## src/rtl/ps2_pkg.sv

```systemverilog
// Shared types and constants for the PS/2 receive path (and the future transmitter).
package ps2_pkg;

   typedef enum logic [1:0] {IDLE, DATA, PARITY, STOP} ps2_rx_state_t;

   localparam int   PS2_DATA_BITS = 8;
   localparam logic PS2_START_BIT = 1'b0;
   localparam logic PS2_STOP_BIT  = 1'b1;

endpackage

```

## src/rtl/ps2_fall_detect.sv

```systemverilog
// Falling-edge strobe for an already synchronous PS/2 clock line.
// The register resets high so a line held low at reset release gives no false edge.
module ps2_fall_detect (
   input  logic clk,
   input  logic rst_n,
   input  logic line,
   output logic fall
);

   logic line_prev;

   always_ff @(posedge clk or negedge rst_n) begin
      if (!rst_n) begin
         line_prev <= 1'b1;
      end else begin
         line_prev <= line;
      end
   end

   assign fall = line_prev & ~line;

endmodule

```

## src/rtl/ps2_rx_frame.sv

```systemverilog
// PS/2 device-to-host frame receiver: start, 8 data bits LSB first, odd parity, stop.
// Optional inter-edge watchdog enabled by defining PS2_RX_TIMEOUT_EN.
module ps2_rx_frame
   import ps2_pkg::*;
#(
   parameter int TIMEOUT_CYCLES = 10000
) (
   input  logic       clk_i,
   input  logic       rst_i,
   input  logic       ps2_clk_i,
   input  logic       ps2_data_i,
   output logic [7:0] data_o,
   output logic       valid_o,
   output logic       parity_err_o,
   output logic       frame_err_o,
   output logic       busy_o
);

   ps2_rx_state_t state;
   logic          fall;
   logic [7:0]    shreg;
   logic          parity_bit;
   logic [3:0]    bit_cnt;
   logic          timeout_hit;

   generate
      if (TIMEOUT_CYCLES < 2) begin : g_param_check
         $error("ps2_rx_frame: TIMEOUT_CYCLES must be at least 2");
      end
   endgenerate

   ps2_fall_detect u_fall (
      .clk   (clk_i),
      .rst_n (rst_i),
      .line  (ps2_clk_i),
      .fall  (fall)
   );

`ifdef PS2_RX_TIMEOUT_EN
   localparam int TW = $clog2(TIMEOUT_CYCLES);

   logic [TW-1:0] idle_cnt;

   // Watchdog restarts on every PS/2 falling edge; a fall in the expiry cycle wins.
   always_ff @(posedge clk_i or negedge rst_i) begin
      if (!rst_i) begin
         idle_cnt <= '0;
      end else if (state == IDLE || fall) begin
         idle_cnt <= '0;
      end else begin
         idle_cnt <= idle_cnt + 1'b1;
      end
   end

   assign timeout_hit = (state != IDLE) && !fall && (idle_cnt == TW'(TIMEOUT_CYCLES - 1));
`else
   assign timeout_hit = 1'b0;
`endif

   always_ff @(posedge clk_i or negedge rst_i) begin
      if (!rst_i) begin
         state        <= IDLE;
         shreg        <= 8'h00;
         parity_bit   <= 1'b0;
         bit_cnt      <= 4'd0;
         data_o       <= 8'h00;
         valid_o      <= 1'b0;
         parity_err_o <= 1'b0;
         frame_err_o  <= 1'b0;
      end else begin
         valid_o      <= 1'b0;
         parity_err_o <= 1'b0;
         frame_err_o  <= 1'b0;
         if (timeout_hit) begin
            state       <= IDLE;
            frame_err_o <= 1'b1;
         end else if (fall) begin
            case (state)
               IDLE: begin
                  if (ps2_data_i == PS2_START_BIT) begin
                     state   <= DATA;
                     bit_cnt <= 4'd0;
                  end
               end
               DATA: begin
                  shreg   <= {ps2_data_i, shreg[7:1]};
                  bit_cnt <= bit_cnt + 4'd1;
                  if (bit_cnt == 4'(PS2_DATA_BITS - 1)) begin
                     state <= PARITY;
                  end
               end
               PARITY: begin
                  parity_bit <= ps2_data_i;
                  state      <= STOP;
               end
               STOP: begin
                  state <= IDLE;
                  // Stop-bit error outranks parity; data_o only moves on a clean frame.
                  if (ps2_data_i != PS2_STOP_BIT) begin
                     frame_err_o <= 1'b1;
                  end else if (^{shreg, parity_bit} == 1'b0) begin
                     parity_err_o <= 1'b1;
                  end else begin
                     data_o  <= shreg;
                     valid_o <= 1'b1;
                  end
               end
               default: state <= IDLE;
            endcase
         end
      end
   end

   assign busy_o = (state != IDLE);

endmodule
```

## config.mk

```make
export PLATFORM = sky130hd
export DESIGN_NAME = ps2_rx_frame
export DESIGN_NICKNAME = d
export VERILOG_FILES = /design/src/rtl/ps2_pkg.sv /design/src/rtl/ps2_fall_detect.sv /design/src/rtl/ps2_rx_frame.sv
export SDC_FILE = /design/constraint.sdc
export NUM_CORES = 1
export LEC_CHECK = 0
export CORE_MARGIN = 5
export CORE_UTILIZATION = 44
export CTS_BUF_LIST = sky130_fd_sc_hd__clkbuf_4
export CTS_CLUSTER_SIZE = 8
export DETAILED_ROUTE_END_ITERATION = 8
export GPL_TIMING_DRIVEN = 0
export PLACE_DENSITY = 0.73
export SLEW_MARGIN = 0
export SYNTH_ARGS = -nofsm -noshare
export SYNTH_HDL_FRONTEND = slang
export SYNTH_SLANG_ARGS = --single-unit
```

## constraint.sdc

```tcl
create_clock -name clk_i -period 2.2 [get_ports clk_i]
set_clock_uncertainty 0.2 [all_clocks]
set_input_delay 0.44 -clock clk_i [delete_from_list [all_inputs] [get_ports clk_i]]
set_output_delay 0.44 -clock clk_i [all_outputs]
set_load 0.02 [all_outputs]
```

---- Yosys cells after proc, flatten, opt, wreduce, memory -nomap -nowiden ----
Cells that the tools add are included.
operators by class
  equal/unequal tests ..................... 6
  reductions and logical operators ........ 9
  bitwise gates (word level) .............. 2
  multiplexer cells ....................... 16
  add/subtract/negate cells ............... 1
operators by type and width
  cell                                            number
  two-way mux 1 bit                               11
  parity 9 bit                                    1
  one-hot mux 2 bit (4 select lines)              1
  one-hot mux 4 bit (2 select lines)              1
  AND reduction 3 bit                             2
  adder 4 x 1 -> 4 bit (second input constant)    1
  == test 2 bit (second input constant)           2
  == test 4 x 3 -> 1 bit (second input constant)  1
  two-way mux 2 bit                               2
  two-way mux 4 bit                               1
  != test 2 bit (second input constant)           2
  AND reduction 2 bit                             2
  AND reduction 4 bit                             1
  nonzero test 2 bit                              2
  == test 2 x 1 -> 1 bit (second input constant)  1
  logical NOT 2 bit                               1
  bitwise AND 1 bit                               1
  NOT 1 bit                                       1
word-level totals
  logic and storage cells ................. 43
  output and inout port bits .............. 12
  flip-flop bits (word level) ............. 27
  input bits .............................. 4

---- Depth between registers and ports, before layout ----
  depth in word-level cells ............... 5
  mapped depth ............................ 6
  gate-level depth less buffers ........... 6

---- Modules after synthesis ----
Synthesis repeated with hierarchy kept, for this count alone.
second synthesis, totals
  cell total of the unflattened synthesis .. 97
  area total of the unflattened synthesis .. 1,234.9 sq um
modules (own cells, without submodules)
  module           cells each  sequential area each (sq um)  area each (sq um)  times used
  ps2_rx_frame     95          650.6                         1,194.9            1
  ps2_fall_detect  2           26.3                          40.0               1

---- Worst setup path before layout ----
Ideal clock, no wire load.
  path type ............................... flip-flop to flip-flop
  start point ............................. register u_fall.line_prev
  end point ............................... register bit_cnt[2]
  clock period less this slack ............ 2.012 ns
  arrival ................................. 1.691 ns
  setup slack ............................. 0.188 ns
  stages on the path, launching flop included .. 5
  path buffers ............................ 0
  required time ........................... 1.879 ns
  cell sequence ........................... dfstp_2 nor2b_1 a21boi_0 o21ai_0 a22o_1
between the ends
  cells in the longest elaborated chain, start to end .. 2
ends and longest elaborated chain
  what                                  RTL line               source
  from (decl)                           ps2_fall_detect.sv:10  logic line_prev;
  from (signal assigned)                ps2_fall_detect.sv:16  line_prev <= line;
  bitwise AND 1 bit                     ps2_fall_detect.sv:20  assign fall = line_prev & ~line;
  AND reduction 3 bit (no source line)  -
  to (signal assigned)                  ps2_rx_frame.sv:87     bit_cnt <= bit_cnt + 4'd1;
  to (decl)                             ps2_rx_frame.sv:23     logic [3:0] bit_cnt;
Every way passes these cells.
A chain may end at the register's enable or synchronous reset.

---- Final worst setup path ----
  start point ............................. register state[0]
  end point ............................... output busy_o
between the ends
  cells in the longest elaborated chain, start to end .. 1
ends and longest elaborated chain
  what                    RTL line             source
  from (decl)             ps2_rx_frame.sv:19   ps2_rx_state_t state;
  from (signal assigned)  ps2_rx_frame.sv:62   state <= IDLE;
  from (signal assigned)  ps2_rx_frame.sv:75   state <= IDLE;
  from (signal assigned)  ps2_rx_frame.sv:81   state <= DATA;
  nonzero test 2 bit      ps2_rx_frame.sv:114  assign busy_o = (state != IDLE);
  to (decl)               ps2_rx_frame.sv:16   output logic busy_o
Every way passes these cells.

==> results.sh <==
export IMPL_mostFrequentLayoutCells="26 x dfrtp_1, 15 x mux2_2, 13 x clkdlybuf4s50_1"
export IMPL_synth_warnings=0
export IMPL_netlist_instances=97
export IMPL_finalHoldViolCount=0
export IMPL_worstPathArrival_ns=1.46
export IMPL_p_sw_share_pct=36.8
export IMPL_via_per_inst=5.16
export IMPL_layout_nets=128
export IMPL_clk_pin_slew_ns=0.14
export IMPL_yosys_register_bits=27
export IMPL_fmax_mhz=477
export IMPL_cts_made_buffers=3
export IMPL_cts_tree="done"
export IMPL_setup_ws_ns=0.102
export IMPL_synth_edf_count=0
export IMPL_slew_headroom_pct=61.3
export IMPL_p_int_uw=1050
export IMPL_combPwrFrac_pct=42.9
export IMPL_slew_violations=0
export IMPL_power_uw=1660
export IMPL_die_area_um2=3890
export IMPL_worstPathMaxFanout=4
export IMPL_clock_sinks=27
export IMPL_first_pass_iters=4
export IMPL_grt_ovfl_total=0
export IMPL_syn_nets=107
export IMPL_vdd_drop_max_mv=0.718
export IMPL_die_w_um=62.4
export IMPL_syn_area_um2=1210
export IMPL_clk_latency_ns=0.32
export IMPL_postRouteAntennaNets=0
export IMPL_cp_end_kind="output port"
export IMPL_row_count=19
export IMPL_avgSynthCellArea_um2=12.4
export IMPL_diodes=0
export IMPL_hold_class="flip-flop to flip-flop"
export IMPL_whs_ns=0.327
export IMPL_grt_antenna_before_repair=0
export IMPL_hpwl_um=1360
export IMPL_p_switching_uw=610
export IMPL_p_leak_uw=0.000654
export IMPL_grt_pass1_vias=774
export IMPL_ys_seq_area_share_pct=56.1
export IMPL_fp_dieH_um=62.4
export IMPL_clkPwrFrac_pct=13.0
export IMPL_powerDensity_nw_per_um2=1150
export IMPL_worstMarginPinSlew_ns=0.580
export IMPL_drive_above_1_share_pct=20.5
export IMPL_areaGrowthSynthToFinish_pct=19.4
export IMPL_ctsRootBufferMaster="clkbuf_4"
export IMPL_core_area_um2=2690
export IMPL_top_level_ports=16
export IMPL_status="finished, final reports clean"
export IMPL_grt_pass1_wl_um=3350
export IMPL_crit_type="flip-flop to output port"
export IMPL_drv_cap=0
export IMPL_io_buffers=15
export IMPL_place_gp_congestion=0.797
export IMPL_vias=763
export IMPL_start_util_pct=44.9
export IMPL_async_reset_ff_share_pct=100
export IMPL_synth_flop_cell="dfrtp_1"
export IMPL_seqPwrFrac_pct=44.1
export IMPL_period_needed_ns=2.10
export IMPL_post_cts_repair_setup_buffers=0
export IMPL_clockBufferDepth=2
export IMPL_nFillCells=249
export IMPL_setup_viol=0
export IMPL_dp_slack_ns=-0.460
export IMPL_wire_per_inst_um=12.8
export IMPL_grt_util_all_layers_pct=10.7
export IMPL_drc=0
export IMPL_initialDrtViolationCount=25
export IMPL_grt_max_degree=28
export IMPL_rsz0062_at_grt="no"
export IMPL_startpoint_type="flip-flop"
export IMPL_h_tree_depth=1
export IMPL_yosysUniqueCellTypes=18
export IMPL_wl_um=1900
export IMPL_critPathRequiredTime_ns=1.56
export IMPL_timing_final_crit_share_pct=95.3
export IMPL_layout_commonest_cell="dfrtp_1"
==> synthesized netlist by cell type (2+ instances only) <==
master,count,area [um^2]
ha_1,6,75.1
nand3_1,3,15.0
inv_1,5,18.8
o21ai_0,11,55.1
nand2_1,9,33.8
nor2_1,4,15.0
a22o_1,2,17.5
xnor2_1,8,70.1
mux2_2,15,169
dfrtp_1,26,651
==> power by group through the flow <==
| stage | clock (uW) | combinational [uW] | sequential, uW |
|---|---|---|---|
| 2_1_floorplan | 0 | 492 | 746 |
| 3_3_place_gp | 0 | 660 | 734 |
| 3_5_place_dp | 0 | 678 | 742 |
| 4_1_cts | 226 | 675 | 732 |
| 5_1_grt | 251 | 785 | 752 |
| 6_report | 216 | 713 | 732 |
==> metal layers <==
layer	up-vias	track usage, %	share of wire (%)
met1	372	12.4	47
met4	0	4.77	2.1
met3	4	3.96	5.2
met5	-	0	0
li1	372	-	-
met2	15	17.4	46
==> cells by family after synthesis <==
| group | share of synthesized area, % |
|---|---|
| and+or+nand+nor | 6.85 |
| muxes | 15.2 |
| DFF | 56.1 |
| xor gates and xnor gates | 5.81 |
| buffers and inverters | 1.56 |
| adders and majority gates | 6.22 |
| AOI/OAI and AO/OA | 8.20 |
==> metrics by stage <==
step                      area, um^2  instances  util, %  TNS (ns)
after floorplan                 1210         97        -         0
after CTS                       1420        147     53.0         0
final                           1440        148     53.6         0
after global placement          1400        143     51.9     -3.21
after global routing            1440        148     53.6         0
after detailed placement        1400        143     51.9     -3.56
==> critical path, cell delays in order (launching register included) <==
cell and delay (ns):
dfrtp_1 0.43, inv_1 0.13, ha_1 0.22, inv_1 0.05, dlygate4sd2_1 0.32
==> path summary, 6_finish.rpt <==
kind	start	end	slack [ns]	cells past startpoint
worst max-delay path	state[0]	busy_o	0.10	4
worst min-delay path	data_o[1]	data_o[1]	0.33	1
worst max register to register	u_fall.line_prev	data_o[0]	0.13	5
worst min register to register	data_o[1]	data_o[1]	0.33	1
max in group asynchronous	rst_i	u_fall.line_prev	1.00	2
min in group asynchronous	rst_i	data_o[1]	0.43	2
==> flip-flops by register name (all words and copies together), names as in the netlist <==
signal / cells
data_o: 8
state: 2
u_fall.line_prev: 1
parity_err_o: 1
frame_err_o: 1
valid_o: 1
bit_cnt: 4
parity_bit: 1
shreg: 8
==> cell type report <==
cell class                      instances  area (um^2)  share of cell area [%]
Clock buffer                            3         22.5                    1.56
Clock inverter                          1         7.51                   0.521
Inverter                                5         18.8                    1.30
Multi-Input combinational cell         65          522                    36.2
Sequential cell                        27          677                    47.0
Tap cell                               31         38.8                    2.69
Timing Repair Buffer                   16          154                    10.7
==> repair_timing <==
action                     in CTS  in global routing
resized for setup               2                  2
hold endpoints to repair        0                 26
hold buffers                    0                  1
setup endpoints to repair       5                 11
Power figures use the tool's default switching activity.
